**src/rtl/cpu_defs.sv**
```systemverilog
// Shared CPU definitions: TLB entry layout, probe result and CP0 TLB opcodes.
package cpu_defs;

  localparam int unsigned TLB_ENTRIES_NUM = 16;
  // Wide enough for any supported TLB size (up to 256 entries).
  localparam int unsigned TLB_IDX_W       = 8;

  typedef enum logic [1:0] {
    TLBP  = 2'd0,
    TLBR  = 2'd1,
    TLBWI = 2'd2,
    TLBWR = 2'd3
  } tlb_op_t;

  typedef struct packed {
    logic [18:0] vpn2;
    logic [7:0]  asid;
    logic [11:0] mask;
    logic        g;
    logic [19:0] pfn0;
    logic [2:0]  c0;
    logic        d0;
    logic        v0;
    logic [19:0] pfn1;
    logic [2:0]  c1;
    logic        d1;
    logic        v1;
  } tlb_entry_t;

  typedef struct packed {
    logic                 hit;
    logic [TLB_IDX_W-1:0] index;
  } tlb_result_t;

endpackage

```
**src/rtl/tlb_lookup.sv**
```systemverilog
// Fully associative TLB match on {vpn2, asid}; lowest matching index wins.
module tlb_lookup
  import cpu_defs::*;
#(
  parameter int unsigned ENTRIES = TLB_ENTRIES_NUM
) (
  input  tlb_entry_t [ENTRIES-1:0] entries,
  input  logic [18:0]              vpn2,
  input  logic [7:0]               asid,
  output tlb_result_t              result
);

  always_comb begin
    result = '0;
    for (int unsigned i = 0; i < ENTRIES; i++) begin
      // PageMask bits widen the page, so those vpn2 bits are don't-care.
      if (((entries[i].vpn2 ^ vpn2) & ~{7'b0, entries[i].mask}) == '0 &&
          (entries[i].g || entries[i].asid == asid) && !result.hit) begin
        result.hit   = 1'b1;
        result.index = TLB_IDX_W'(i);
      end
    end
  end

endmodule

```
**src/rtl/tlb_ctrl.sv**
```systemverilog
// TLB owner: sequences TLBP/TLBR/TLBWI/TLBWR over IDLE/EXEC/RESP and keeps Random/Wired.
module tlb_ctrl
  import cpu_defs::*;
#(
  parameter int unsigned ENTRIES = TLB_ENTRIES_NUM,
  parameter int unsigned IW      = $clog2(ENTRIES)
) (
  input  logic                     clk,
  input  logic                     rst,
  input  logic                     cmd_valid,
  output logic                     cmd_ready,
  input  tlb_op_t                  cmd_op,
  input  logic [IW-1:0]            cmd_index,
  input  tlb_entry_t               cmd_entry,
  input  logic                     wired_we,
  input  logic [IW-1:0]            wired_val,
  output logic                     resp_valid,
  output tlb_op_t                  resp_op,
  output logic [IW-1:0]            resp_index,
  output logic                     resp_miss,
  output tlb_entry_t               resp_entry,
  output logic [IW-1:0]            random,
  output logic                     tlb_changed,
  output tlb_entry_t [ENTRIES-1:0] entries
);

  typedef enum logic [1:0] {
    S_IDLE,
    S_EXEC,
    S_RESP
  } state_t;

  localparam logic [IW-1:0] IDX_MAX = IW'(ENTRIES - 1);

  state_t        state;
  tlb_op_t       op_q;
  logic [IW-1:0] idx_q;
  tlb_entry_t    ent_q;
  logic [IW-1:0] wired;
  tlb_result_t   probe;

  tlb_lookup #(
    .ENTRIES(ENTRIES)
  ) u_probe (
    .entries(entries),
    .vpn2   (ent_q.vpn2),
    .asid   (ent_q.asid),
    .result (probe)
  );

  // Random sweeps down to Wired and reloads; a Wired write restarts it at the top.
  always_ff @(posedge clk) begin
    if (rst) begin
      wired  <= '0;
      random <= IDX_MAX;
    end else if (wired_we) begin
      wired  <= wired_val;
      random <= IDX_MAX;
    end else if (random == wired) begin
      random <= IDX_MAX;
    end else begin
      random <= random - IW'(1);
    end
  end

  always_ff @(posedge clk) begin
    if (rst) begin
      state       <= S_IDLE;
      cmd_ready   <= 1'b1;
      op_q        <= TLBP;
      idx_q       <= '0;
      ent_q       <= '0;
      resp_valid  <= 1'b0;
      resp_op     <= TLBP;
      resp_index  <= '0;
      resp_miss   <= 1'b0;
      resp_entry  <= '0;
      tlb_changed <= 1'b0;
      entries     <= '0;
    end else begin
      case (state)
        S_IDLE: begin
          if (cmd_valid) begin
            op_q      <= cmd_op;
            ent_q     <= cmd_entry;
            // TLBWR targets whatever Random holds in the accept cycle.
            idx_q     <= (cmd_op == TLBWR) ? random : cmd_index;
            cmd_ready <= 1'b0;
            state     <= S_EXEC;
          end
        end
        S_EXEC: begin
          resp_valid <= 1'b1;
          resp_op    <= op_q;
          state      <= S_RESP;
          case (op_q)
            TLBWI, TLBWR: begin
              entries[idx_q] <= ent_q;
              tlb_changed    <= 1'b1;
            end
            TLBR: resp_entry <= entries[idx_q];
            TLBP: begin
              resp_miss  <= ~probe.hit;
              resp_index <= probe.hit ? IW'(probe.index) : '0;
            end
            default: ;
          endcase
        end
        S_RESP: begin
          resp_valid  <= 1'b0;
          resp_op     <= TLBP;
          resp_index  <= '0;
          resp_miss   <= 1'b0;
          resp_entry  <= '0;
          tlb_changed <= 1'b0;
          cmd_ready   <= 1'b1;
          state       <= S_IDLE;
        end
        default: begin
          cmd_ready <= 1'b1;
          state     <= S_IDLE;
        end
      endcase
    end
  end

endmodule

```
**config.mk**
```make
export PLATFORM = sky130hd
export DESIGN_NAME = tlb_ctrl
export DESIGN_NICKNAME = d
export VERILOG_FILES = /design/src/rtl/cpu_defs.sv /design/src/rtl/tlb_lookup.sv /design/src/rtl/tlb_ctrl.sv
export SDC_FILE = /design/constraint.sdc
export NUM_CORES = 2
export LEC_CHECK = 0
export BUFFER_PORTS_ARGS = -buffer_cell sky130_fd_sc_hd__buf_2
export CAP_MARGIN = 20
export CORE_AREA = 2 2 636 638
export CTS_BUF_LIST = sky130_fd_sc_hd__clkbuf_8 sky130_fd_sc_hd__clkbuf_16
export CTS_CLUSTER_DIAMETER = 100
export DETAILED_ROUTE_END_ITERATION = 12
export DIE_AREA = 0 0 638 640
export HOLD_SLACK_MARGIN = 0.1
export PLACE_DENSITY = 0.37
export SETUP_SLACK_MARGIN = 0.5
export SLEW_MARGIN = 15
export SYNTH_ARGS = -nofsm -noshare
export SYNTH_HDL_FRONTEND = slang
export SYNTH_SLANG_ARGS = --single-unit
```
**constraint.sdc**
```tcl
create_clock -name clk -period 3.6 [get_ports clk]
set_input_delay 0.36 -clock clk [delete_from_list [all_inputs] [get_ports clk]]
set_output_delay 0.36 -clock clk [all_outputs]
set_load 0.005 [all_outputs]
```
==> metrics.csv <==
metric,value,unit
power.switching,13750,uW
slowest_delay,570,ps
yosysSeqAreaShare,0.4506,
worstMarginPinSlew,1186,ps
start_util,0.1822,
fin_ws,492.3,ps
drv_cap,0,
path_max_fanout,11,
max_freq,321.8,MHz
swShare,0.2935,
fp.dieH,640,um
synth_cells,8554,
cts_buffer_depth,4,
finalWeightedCongestion,0.9366,
synth_edf_count,0,
clkPwrFrac,0.475,
grt_pass1_wl,712.9,mm
clock_latency,980,ps
grt_pass1_vias,69240,
reg2regPathDepth,10,
root_buffer,clkbuf_16,
regArea,33040,sq um
drive_gt1_frac,0.2848,
power_density,478.2,nW/um^2
synthArstFlopShare,0,
maxSlewViolCount,0,
p_int,33080,uW
dp_hpwl,416.8,mm
critPathRequiredTime,4460,ps
pwr-share-comb,0.119,
vias,74710,
crit_arrival,3970,ps
clkTransAtPathRegs,70,ps
drt_iter0_markers,9324,
status,"finished, final reports clean",
ant_nets,0,
skew,122.5,ps
dp.cells,15000,
die_x,638,um
rr_startpoint,ent_q[67]$_SDFFE_PP0P_,
power_frac_seq,0.406,
ys.flop_type,dfxtp_1,
ys_warn_count,0,
ys_top_cells_by_area,"dfxtp_1 45%, nand2_1 16%, mux4_2 14%, a21oi_1 11%, xnor2_1 4.6%",
core_area,401400,sq um
via_per_inst,4.800,
grt_max_degree,128,
io_pins,1648,
multi_input_area,36950,sq um
port_buffers,1647,
crit_path_start,ent_q[67]$_SDFFE_PP0P_,
h-tree-depth,4,
finalHoldViolations,0,
cts.sinks,1646,
n_fill_cell,43660,
instances_no_fill,15570,
nNetsFinal,10180,
crit_chain,buf_4 -> xnor2_1 -> nand4_1 -> nor2_1 -> o2111ai_2 -> o2111ai_4 -> nor4_4 -> buf_4 -> or4b_1 -> a21oi_1,
slew_headroom,0.2083,
cts_tree,built,
layout_min_cycle_time,3108,ps
cts_buffers,212,
dpl_worst_slack,-222.8,ps
yosysTopAreaCell,dfxtp_1,
finalCritPeriodShare,0.8632,
synthesis.nets,8663,
p_leak,0.03667,uW
ir_drop,352.4,uV
syn_to_final_growth,33.91,%
totalWireLength,550.5,mm
rows,233,
mostFrequentLayoutCell,nand2_1,
die_area,408300,sq um
finalSetupViolCount,0,
synth.avg_cell_area,8.549,sq um
start_kind,flip-flop,
ys_seq_elements,1646,
drc,0,
crit_path_frequent_cell,buf_4,
antenna_found_initial,60,
critical_path_class,reg2reg,
timing.rr.end,resp_index[3]$_SDFFE_PP0P_,
routedWlPerCell,35.37,um
final_cell_mix,"3,083 x nand2_1, 1,648 x buf_2, 1,615 x dfxtp_1, 1,539 x a21oi_1, 450 x mux4_2",
min_path_type,in2reg,
critPathCapture,resp_index[3]$_SDFFE_PP0P_,
grt_usage,0.2573,
rrSetupSlack,490,ps
synth_top_area_share,0.4506,
grt_remaining_overflow,0,
synth_area,73130,sq um
drt_first_pass_iters,6,
cp_slowest_cell,dfxtp_2,
synth.distinct_cells,50,
rsz0062_at_grt,false,
endpoint_kind,flip-flop,
==> repair_timing <==
item | 4_1_cts | 5_1_grt
hold buffers | 134 | 0
pin swaps | 0 | 3
setup buffers | 0 | 7
resized for setup | 19 | 21
endpoints found under the setup margin | 5 | 3
hold endpoints to repair | 193 | 0
==> power by group through the flow <==
stage / Sequential, uW / Clock [uW] / Combinational (uW)
2_1_floorplan: 18800 / 0 / 3200
3_3_place_gp: 19400 / 0 / 5320
3_5_place_dp: 19400 / 0 / 5330
4_1_cts: 19000 / 22600 / 5520
5_1_grt: 19000 / 23300 / 5770
6_report: 19000 / 22200 / 5580
==> routing by layer <==
metal / part of all wire / routed length (um) / GRT usage / up-vias
met3: 0.077 / 42280 / 0.05317 / 883
met1: 0.38 / 211200 / 0.3085 / 37960
met2: 0.46 / 254700 / 0.4180 / 3905
met4: 0.077 / 42170 / 0.1662 / 18
li1: - / - / - / 31950
met5: 0.00020 / 109 / 0 / -
==> worst min-delay path by stage <==
stage / to / depth (start not counted) / slack [ps] / startpoint
final: ent_q[70]$_SDFFE_PP0P_ / 3 / 140 / cmd_entry[70]
after global placement: ent_q[45]$_SDFFE_PP0P_ / 2 / 450 / ent_q[45]$_SDFFE_PP0P_
after floorplan: random[0]$_SDFF_PP1_ / 1 / 430 / random[0]$_SDFF_PP1_
after CTS: ent_q[60]$_SDFFE_PP0P_ / 4 / 100 / cmd_entry[60]
after global routing: ent_q[70]$_SDFFE_PP0P_ / 3 / 150 / cmd_entry[70]
after detailed placement: ent_q[53]$_SDFFE_PP0P_ / 2 / 450 / ent_q[53]$_SDFFE_PP0P_
==> critical path, delay by kind of cell, from the launching register on <==
kind / cells / cell delay (ps)
AO/OA/AOI/OAI: 3 / 700
flip-flops: 1 / 570
buffers and inverters: 2 / 430
XOR/XNOR: 1 / 150
AND/OR/NAND/NOR: 4 / 1110
==> sequential cells by signal, indices dropped and copies added (netlist names), 2 cells and up <==
name	flops
entries	1440
ent_q	90
resp_entry	90
idx_q	4
random	4
resp_index	4
wired	4
op_q	2
resp_op	2
state	2
==> cells in the mapped netlist, drive strengths merged, types with 3 or more instances <==
| cell | n |
|---|---|
| buf | 167 |
| o211ai | 7 |
| nor2 | 146 |
| inv | 9 |
| a22oi | 90 |
| nor2b | 6 |
| a21oi | 1539 |
| ha | 5 |
| o2111ai | 8 |
| nor3 | 8 |
| mux2i | 8 |
| nor4 | 39 |
| nand2b | 6 |
| xnor2 | 382 |
| nand4 | 47 |
| a311oi | 5 |
| a31oi | 3 |
| o21ai | 4 |
| dfxtp | 1646 |
| o22ai | 96 |
| or3 | 3 |
| xor2 | 56 |
| nand3 | 19 |
| mux4 | 450 |
| nand2 | 3096 |
| clkbuf | 692 |
==> layout make-up <==
type	instances	area share
Tap cell	5287	0.06755
Sequential cell	1646	0.3373
Clock inverter	112	0.01021
Timing Repair Buffer	2158	0.1434
Inverter	9	0.0003450
Clock buffer	271	0.06281
Antenna cell	42	0.001073
Multi-Input combinational cell	6040	0.3773
==> through the flow <==
step | TNS (ps) | util | hold slack (ps) | power (uW) | cell area [sq um]
floorplan | 0 | - | 432.2 | 22010 | 73130
global route | 0 | 0.2438 | 153.6 | 48100 | 97880
finish | 0 | 0.2440 | 143.4 | 46830 | 97930
detailed placement | -222.8 | 0.2219 | 448.5 | 24760 | 89060
CTS | 0 | 0.2433 | 100.3 | 47190 | 97660
global placement | -1575 | 0.2218 | 445.9 | 24760 | 89030
==> logic make-up after synthesis <==
group	synth area share
AND/OR/NAND/NOR	0.1782
AO/OA/AOI/OAI	0.1269
flip-flops	0.4506
buffers and inverters	0.05126
multiplexers	0.1397
XOR/XNOR	0.05256
adder cells (fa/ha/maj)	0.0008555
Power figures use the tool's default switching activity.
